[src/rtl/sd_spi_responder.sv]
// rtl/sd_spi_responder.sv - SPI-mode SD card responder: command decode, R1/R7, init model, CMD17 block reads
module sd_spi_responder #(
  parameter int ADDR_W      = 16,
  parameter int ACMD41_BUSY = 2,
  parameter int NCR_BYTES   = 1,
  parameter int NAC_BYTES   = 2
) (
  input  logic              clk,
  input  logic              rst,
  input  logic              sclk,
  input  logic              mosi,
  input  logic              cs_n,
  output logic              miso,
  output logic [ADDR_W-1:0] mem_addr,
  output logic              mem_rd_en,
  input  logic [7:0]        mem_data,
  output logic              cmd_valid,
  output logic [5:0]        cmd_index,
  output logic [31:0]       cmd_arg,
  output logic              card_ready
);

  localparam int BW    = (ACMD41_BUSY > 0) ? $clog2(ACMD41_BUSY + 1) : 1;
  localparam int BLK_W = ADDR_W - 9;

  typedef enum logic [2:0] {S_HUNT, S_CMD, S_NCR, S_RESP, S_NAC, S_DATA, S_CRC} state_t;

  function automatic logic [15:0] crc16_byte(input logic [15:0] c, input logic [7:0] d);
    logic [15:0] r;
    r = c;
    for (int i = 7; i >= 0; i--) begin
      if (r[15] ^ d[i]) r = {r[14:0], 1'b0} ^ 16'h1021;
      else              r = {r[14:0], 1'b0};
    end
    return r;
  endfunction

  logic [1:0]        sclk_sync_q, sclk_sync_d, mosi_sync_q, mosi_sync_d, cs_sync_q, cs_sync_d;
  logic              sclk_prev_q, sclk_prev_d, cs_prev_q, cs_prev_d;
  logic [2:0]        bit_cnt_q, bit_cnt_d;
  logic [6:0]        rx_sh_q, rx_sh_d;
  logic [7:0]        tx_sh_q, tx_sh_d;
  logic              miso_q, miso_d;
  state_t            state_q, state_d;
  logic [3:0]        cnt_q, cnt_d;
  logic [37:0]       cmd_sh_q, cmd_sh_d;
  logic [39:0]       resp_q, resp_d;
  logic [2:0]        resp_last_q, resp_last_d;
  logic              rd_go_q, rd_go_d;
  logic              cmd_valid_q, cmd_valid_d;
  logic [5:0]        cmd_index_q, cmd_index_d;
  logic [31:0]       cmd_arg_q, cmd_arg_d;
  logic              idle_q, idle_d, app_q, app_d, card_ready_q, card_ready_d;
  logic [BW-1:0]     busy_q, busy_d;
  logic [9:0]        byte_idx_q, byte_idx_d;
  logic [15:0]       crc_q, crc_d;
  logic [7:0]        pref_q, pref_d;
  logic              mem_rd_en_q, mem_rd_en_d, rd_pend_q, rd_pend_d;
  logic [ADDR_W-1:0] mem_addr_q, mem_addr_d;

  logic              sclk_s, mosi_s, cs_s;
  logic              byte_done, load;
  logic [7:0]        rx_byte, nb, r1;
  logic [5:0]        c_idx;
  logic [31:0]       c_arg;
  logic [BLK_W-1:0]  blk;

  assign sclk_s = sclk_sync_q[1];
  assign mosi_s = mosi_sync_q[1];
  assign cs_s   = cs_sync_q[1];
  assign blk    = cmd_arg_q[BLK_W-1:0];
  assign c_idx  = cmd_sh_q[37:32];
  assign c_arg  = cmd_sh_q[31:0];

  always_comb begin
    sclk_sync_d  = {sclk_sync_q[0], sclk};
    mosi_sync_d  = {mosi_sync_q[0], mosi};
    cs_sync_d    = {cs_sync_q[0], cs_n};
    sclk_prev_d  = sclk_s;
    cs_prev_d    = cs_s;
    bit_cnt_d    = bit_cnt_q;
    rx_sh_d      = rx_sh_q;
    tx_sh_d      = tx_sh_q;
    miso_d       = miso_q;
    state_d      = state_q;
    cnt_d        = cnt_q;
    cmd_sh_d     = cmd_sh_q;
    resp_d       = resp_q;
    resp_last_d  = resp_last_q;
    rd_go_d      = rd_go_q;
    cmd_valid_d  = 1'b0;
    cmd_index_d  = cmd_index_q;
    cmd_arg_d    = cmd_arg_q;
    idle_d       = idle_q;
    app_d        = app_q;
    card_ready_d = card_ready_q;
    busy_d       = busy_q;
    byte_idx_d   = byte_idx_q;
    crc_d        = crc_q;
    pref_d       = pref_q;
    mem_rd_en_d  = 1'b0;
    mem_addr_d   = mem_addr_q;
    rd_pend_d    = mem_rd_en_q;
    byte_done    = 1'b0;
    load         = 1'b0;
    rx_byte      = 8'h00;
    nb           = 8'hFF;
    r1           = 8'h00;

    if (rd_pend_q) pref_d = mem_data;

    if (cs_s) begin
      state_d   = S_HUNT;
      bit_cnt_d = 3'd0;
      cnt_d     = 4'd0;
      tx_sh_d   = 8'hFF;
      miso_d    = 1'b1;
    end else begin
      if (sclk_s && !sclk_prev_q) begin
        rx_sh_d   = {rx_sh_q[5:0], mosi_s};
        bit_cnt_d = bit_cnt_q + 3'd1;
        if (bit_cnt_q == 3'd7) begin
          byte_done = 1'b1;
          rx_byte   = {rx_sh_q, mosi_s};
        end
      end
      // A byte boundary on the falling edge (or the select edge) loads the next outgoing byte
      load = cs_prev_q || (!sclk_s && sclk_prev_q && bit_cnt_q == 3'd0);
      if (!sclk_s && sclk_prev_q && bit_cnt_q != 3'd0) begin
        miso_d  = tx_sh_q[6];
        tx_sh_d = {tx_sh_q[6:0], 1'b1};
      end

      if (byte_done) begin
        if (state_q == S_HUNT && rx_byte[7:6] == 2'b01) begin
          cmd_sh_d = {cmd_sh_q[29:0], rx_byte};
          cnt_d    = 4'd1;
          state_d  = S_CMD;
        end else if (state_q == S_CMD && cnt_q != 4'd5) begin
          cmd_sh_d = {cmd_sh_q[29:0], rx_byte};
          cnt_d    = cnt_q + 4'd1;
        end else if (state_q == S_CMD) begin
          cmd_valid_d = 1'b1;
          cmd_index_d = c_idx;
          cmd_arg_d   = c_arg;
          app_d       = (c_idx == 6'd55);
          rd_go_d     = 1'b0;
          resp_last_d = 3'd0;
          case (c_idx)
            6'd0: begin
              idle_d       = 1'b1;
              card_ready_d = 1'b0;
              busy_d       = '0;
              r1           = 8'h01;
            end
            6'd8, 6'd55: r1 = {7'd0, idle_q};
            6'd41: begin
              if (!app_q)                         r1 = {5'd0, 1'b1, 1'b0, idle_q};
              else if (busy_q < BW'(ACMD41_BUSY)) begin
                busy_d = busy_q + BW'(1);
                r1     = 8'h01;
              end else begin
                idle_d       = 1'b0;
                card_ready_d = 1'b1;
                r1           = 8'h00;
              end
            end
            6'd17: begin
              if (idle_q) r1 = 8'h05;
              else begin
                r1      = 8'h00;
                rd_go_d = 1'b1;
              end
            end
            default: r1 = {5'd0, 1'b1, 1'b0, idle_q};
          endcase
          if (c_idx == 6'd8) begin
            resp_d      = {r1, 16'h0000, 4'h0, c_arg[11:8], c_arg[7:0]};
            resp_last_d = 3'd4;
          end else begin
            resp_d = {r1, 32'hFFFF_FFFF};
          end
          cnt_d   = 4'd0;
          state_d = (NCR_BYTES == 0) ? S_RESP : S_NCR;
        end
      end

      if (load) begin
        case (state_q)
          S_NCR: begin
            if (cnt_q == 4'(NCR_BYTES - 1)) begin
              cnt_d   = 4'd0;
              state_d = S_RESP;
            end else cnt_d = cnt_q + 4'd1;
          end
          S_RESP: begin
            nb     = resp_q[39:32];
            resp_d = {resp_q[31:0], 8'hFF};
            if (cnt_q[2:0] == resp_last_q) begin
              cnt_d   = 4'd0;
              state_d = rd_go_q ? S_NAC : S_HUNT;
            end else cnt_d = cnt_q + 4'd1;
          end
          S_NAC: begin
            if (cnt_q == 4'(NAC_BYTES)) begin
              nb          = 8'hFE;
              cnt_d       = 4'd0;
              state_d     = S_DATA;
              byte_idx_d  = 10'd0;
              crc_d       = 16'h0000;
              mem_rd_en_d = 1'b1;
              mem_addr_d  = {blk, 9'd0};
            end else cnt_d = cnt_q + 4'd1;
          end
          S_DATA: begin
            nb    = pref_q;
            crc_d = crc16_byte(crc_q, pref_q);
            if (byte_idx_q == 10'd511) begin
              byte_idx_d = 10'd0;
              state_d    = S_CRC;
            end else begin
              byte_idx_d  = byte_idx_q + 10'd1;
              mem_rd_en_d = 1'b1;
              mem_addr_d  = {blk, byte_idx_d[8:0]};
            end
          end
          S_CRC: begin
            if (cnt_q == 4'd0) begin
              nb    = crc_q[15:8];
              cnt_d = 4'd1;
            end else begin
              nb      = crc_q[7:0];
              cnt_d   = 4'd0;
              state_d = S_HUNT;
            end
          end
          default: nb = 8'hFF;
        endcase
        tx_sh_d = nb;
        miso_d  = nb[7];
      end
    end
  end

  always_ff @(posedge clk or posedge rst) begin
    if (rst) begin
      sclk_sync_q  <= 2'b00;
      mosi_sync_q  <= 2'b11;
      cs_sync_q    <= 2'b11;
      sclk_prev_q  <= 1'b0;
      cs_prev_q    <= 1'b1;
      bit_cnt_q    <= 3'd0;
      rx_sh_q      <= 7'h7F;
      tx_sh_q      <= 8'hFF;
      miso_q       <= 1'b1;
      state_q      <= S_HUNT;
      cnt_q        <= 4'd0;
      cmd_sh_q     <= '0;
      resp_q       <= '1;
      resp_last_q  <= 3'd0;
      rd_go_q      <= 1'b0;
      cmd_valid_q  <= 1'b0;
      cmd_index_q  <= 6'd0;
      cmd_arg_q    <= 32'd0;
      idle_q       <= 1'b1;
      app_q        <= 1'b0;
      card_ready_q <= 1'b0;
      busy_q       <= '0;
      byte_idx_q   <= 10'd0;
      crc_q        <= 16'h0000;
      pref_q       <= 8'h00;
      mem_rd_en_q  <= 1'b0;
      rd_pend_q    <= 1'b0;
      mem_addr_q   <= '0;
    end else begin
      sclk_sync_q  <= sclk_sync_d;
      mosi_sync_q  <= mosi_sync_d;
      cs_sync_q    <= cs_sync_d;
      sclk_prev_q  <= sclk_prev_d;
      cs_prev_q    <= cs_prev_d;
      bit_cnt_q    <= bit_cnt_d;
      rx_sh_q      <= rx_sh_d;
      tx_sh_q      <= tx_sh_d;
      miso_q       <= miso_d;
      state_q      <= state_d;
      cnt_q        <= cnt_d;
      cmd_sh_q     <= cmd_sh_d;
      resp_q       <= resp_d;
      resp_last_q  <= resp_last_d;
      rd_go_q      <= rd_go_d;
      cmd_valid_q  <= cmd_valid_d;
      cmd_index_q  <= cmd_index_d;
      cmd_arg_q    <= cmd_arg_d;
      idle_q       <= idle_d;
      app_q        <= app_d;
      card_ready_q <= card_ready_d;
      busy_q       <= busy_d;
      byte_idx_q   <= byte_idx_d;
      crc_q        <= crc_d;
      pref_q       <= pref_d;
      mem_rd_en_q  <= mem_rd_en_d;
      rd_pend_q    <= rd_pend_d;
      mem_addr_q   <= mem_addr_d;
    end
  end

  assign miso       = miso_q;
  assign mem_addr   = mem_addr_q;
  assign mem_rd_en  = mem_rd_en_q;
  assign cmd_valid  = cmd_valid_q;
  assign cmd_index  = cmd_index_q;
  assign cmd_arg    = cmd_arg_q;
  assign card_ready = card_ready_q;

endmodule

[config.mk]
export PLATFORM = sky130hd
export DESIGN_NAME = sd_spi_responder
export DESIGN_NICKNAME = d
export VERILOG_FILES = /design/src/rtl/sd_spi_responder.sv
export SDC_FILE = /design/constraint.sdc
export NUM_CORES = 1
export LEC_CHECK = 0
export ABC_CLOCK_PERIOD_IN_PS = 12050
export CELL_PAD_IN_SITES_DETAIL_PLACEMENT = 0
export CELL_PAD_IN_SITES_GLOBAL_PLACEMENT = 1
export CORE_ASPECT_RATIO = 2
export CORE_MARGIN = 2
export CORE_UTILIZATION = 35
export CTS_BUF_LIST = sky130_fd_sc_hd__clkbuf_8
export CTS_CLUSTER_SIZE = 28
export DETAILED_ROUTE_END_ITERATION = 7
export GPL_ROUTABILITY_DRIVEN = 0
export GPL_TIMING_DRIVEN = 0
export PLACE_DENSITY = 0.59
export REMOVE_ABC_BUFFERS = 1
export SKIP_CTS_REPAIR_TIMING = 1
export SYNTH_ARGS = -nofsm -noshare
export SYNTH_HDL_FRONTEND = slang
export SYNTH_SLANG_ARGS = --single-unit
[constraint.sdc]
create_clock -name clk -period 12.05 [get_ports clk]
set_input_delay 1.205 -clock clk [delete_from_list [all_inputs] [get_ports clk]]
set_output_delay 1.205 -clock clk [all_outputs]
set_load 0.01 [all_outputs]
==> key figures <==
Status
  • Outcome: complete, no violations

Logic synthesis
  • Post-synthesis sequential area ratio: 0.563
  • Seq cells post-synth: 209
  • Cell Area, Synth: 9430 sq um
  • Yosys warnings: 0
  • Most frequent cell after synthesis: dfrtp_1
  • Ys flop type: dfrtp_1
  • Syn_area_per_cell: 11.7 sq um
  • Post-synth EDFFs: 0
  • Post-Synthesis Cells: 805
  • Synth top area cells: dfrtp_1 39%, dfstp_2 17%, mux2_2 11%
  • Post-synth top cells: 148 x dfrtp_1, 92 x mux2_2, 75 x o21ai_0
  • Top cell type's share of synthesized area: 0.393
  • Async S/R FF share, synth: 1.00
  • Distinct cells, synth: 73
  • Area leader, netlist: dfrtp_1

Detailed routing
  • Met3 WL: 731 um
  • Iteration-0 DRC count of the detailed router: 321
  • Metal2 WL: 10.3 mm
  • Detailed Routing Iterations Pass 1: 4
  • Final ANT Viol Nets: 0
  • M1 WL: 9.68 mm
  • Vias: 6392
  • DR DRC count: 0
  • Avg WL per Cell: 17.1 um
  • Top sig layer: met4
  • Final wirelength: 21.2 mm
  • Vias per cell: 5.16

Placed design
  • Dpl hpwl: 13.5 mm
  • IO Port Bufs: 70
  • Dpl cells: 1178
  • Placed cell area: 10400 sq um

Setup path
  • Crit path max-delay cell type: clkinv_1
  • CP cell instances: clkinv_1, o2111ai_2, nor2_1, a21oi_1, a31oi_1
  • Critical Path RT: 12.43 ns
  • Top fanout value on the critical path: 36
  • Worst path max stage delay: 1.06 ns
  • Crit. End Element: flip-flop
  • CP Launch Point: cs_sync_q[1]
  • Kind of critical path: reg -> reg
  • Worst R2R Start: cs_sync_q[1]
  • FF-to-FF path depth: 5
  • Critical Path Start Type: flip-flop
  • Worst EP arrival: 3.86 ns

Timing
  • RSZ-0062 raised after global routing: no
  • Final Skew: 0.0293 ns
  • Min Tclk post-route: 3.47 ns
  • Max Fclk: 288 MHz
  • TNS Setup: 0 ns
  • Hold Fails Final Rpt: 0
  • Slew HR: 0.160
  • Final slew viol count: 0
  • # setup viols final: 0
  • Final hold slack: 0.345 ns
  • Worst Tran Pin Value: 1.26 ns
  • Final period util: 0.288

Layout
  • Layout cells sized above 1: 0.268
  • Final instance area: 11200 sq um
  • Post-route non-filler standard cell count: 1239
  • Area grow syn2layout: 18.3%
  • Register area: 5310 sq um
  • Fin nets: 888
  • N_diodes: 0
  • Filler cells: 2577
  • Multi-input logic area: 3850 sq um

Clock tree
  • Number of buffers created by CTS: 35
  • CTS root buffer: clkbuf_8
  • Clk slew on worst S/H paths: 0.06 ns
  • Maximum clock path buffer count: 3
  • TritonCTS Sinks: 209
  • Clock Latency Late Sink: 0.55 ns
  • CTS tree: built
  • H-tree depth: 2

GRT
  • Largest net degree at the start of global routing: 120
  • All-Layer GR Usage: 0.153
  • Initial antenna violation count: 0
  • Vias in the first global route: 6610
  • Total gr overflow: 0
  • First-pass GRT wire length: 35.2 mm

Die
  • Ports: 71
  • Die ar.: 28400 sq um
  • Site row count: 85
  • Die height: 236 um
  • Starting Density: 0.353
  • Die Width: 120 um
  • Core area: 26700 sq um

Pwr
  • Reg power frac: 0.517
  • Internal power: 1.09 mW
  • Design Power: 1.42 mW
  • Switch Pwr: 333 uW
  • Gate power share: 0.035
  • Sw frac: 0.235
  • Clock group share of total power: 0.448
  • Max IR drop VDD: 92.3 uV
  • Leak pwr: 4.84 nW
  • Pwr dens: 127 nW/um^2

Worst hold path
  • Hold Path Cell Cnt: 0
  • Hold_sp: sclk_sync_q[0]
  • Worst hold path class: reg -> reg

Run
  • Max Cap Viol: 0
==> cell families (layout without fill, tap and decap cells) <==
logic type | Yosys count | in the layout | synth area share
compound gates | 210 | 210 | 0.142
flops | 209 | 209 | 0.563
simple gates | 171 | 171 | 0.0902
mux | 108 | 108 | 0.131
buf+inv | 64 | 150 | 0.0314
xor+xnor | 35 | 35 | 0.0325
fa+ha+maj | 8 | 8 | 0.0106
==> power by group through the flow <==
stage	Sequential [mW]	Clock (mW)	Combinational, mW
6_report	0.735	0.637	0.0494
5_1_grt	0.737	0.695	0.0566
4_1_cts	0.735	0.668	0.0514
3_5_place_dp	0.747	0	0.0512
3_3_place_gp	0.746	0	0.0486
2_1_floorplan	0.743	0	0.0333
==> per-stage QoR <==
step                 util  setup WS [ns]
finish              0.418           8.58
global route        0.418           8.23
CTS                 0.418           8.10
detailed placement  0.391           8.09
global placement    0.387           2.21
floorplan               -           5.24
==> per-layer routing <==
| metal | vias to the layer above | track usage |
|---|---|---|
| met1 | 3212 | 0.205 |
| li1 | 3035 | - |
| met5 | - | 0 |
| met2 | 108 | 0.249 |
| met3 | 37 | 0.0276 |
| met4 | 0 | 0.0524 |
==> layout by cell type, fill, tap and decap left out, types with 3 or more instances in the layout <==
| cell | count |
|---|---|
| or3_1 | 4 |
| a211oi_1 | 12 |
| clkdlybuf4s50_1 | 70 |
| o21ai_0 | 75 |
| nor4_1 | 4 |
| a31oi_1 | 7 |
| o22a_1 | 8 |
| clkbuf_8 | 43 |
| o22ai_1 | 15 |
| inv_1 | 22 |
| o31ai_1 | 9 |
| a22o_2 | 6 |
| dfrtp_1 | 148 |
| xnor2_1 | 15 |
| nand2b_1 | 6 |
| dfstp_2 | 61 |
| nor2b_1 | 6 |
| mux2_4 | 7 |
| nor2_1 | 52 |
| nand3_1 | 9 |
| a22o_1 | 3 |
| a21oi_1 | 41 |
| inv_6 | 3 |
| nand3b_1 | 3 |
| mux2_2 | 92 |
| xor2_1 | 20 |
| mux2i_1 | 9 |
| a221oi_1 | 8 |
| buf_6 | 4 |
| and2_1 | 3 |
| nor3_1 | 11 |
| ha_1 | 8 |
| nand2_1 | 51 |
==> worst paths after layout <==
path / to / slack, ns
max in group asynchronous: byte_idx_q[1] / 9.83
min in group asynchronous: cmd_sh_q[14] / 1.22
worst min-delay path: sclk_sync_q[1] / 0.35
worst min register to register: sclk_sync_q[1] / 0.35
worst max register to register: byte_idx_q[7] / 8.58
worst max-delay path: byte_idx_q[7] / 8.58
==> final cells by class <==
| class | count | area share |
|---|---|---|
| Clock inverter | 18 | 0.00987 |
| Timing Repair Buffer | 76 | 0.0718 |
| Sequential cell | 209 | 0.476 |
| Clock buffer | 43 | 0.0531 |
| Tap cell | 348 | 0.0390 |
| Inverter | 13 | 0.00550 |
| Multi-Input combinational cell | 532 | 0.345 |
==> critical path: cells and delay by family (launching register included) <==
kind,cells,cell delay (ns)
buffers and inverters,1,1.06
AO/OA/AOI/OAI,3,1.02
flip-flops,1,0.88
AND/OR/NAND/NOR,1,0.36
==> state kept, by name, indices dropped and copies added, names as in the netlist, 6 cells and up <==
name,count
mem_addr,16
crc_q,16
byte_idx_q,10
pref_q,8
rx_sh_q,7
cmd_arg,32
cmd_sh_q,38
tx_sh_q,7
resp_q,40
cmd_index,6
No activity file was read; power rests on OpenSTA's default activity.
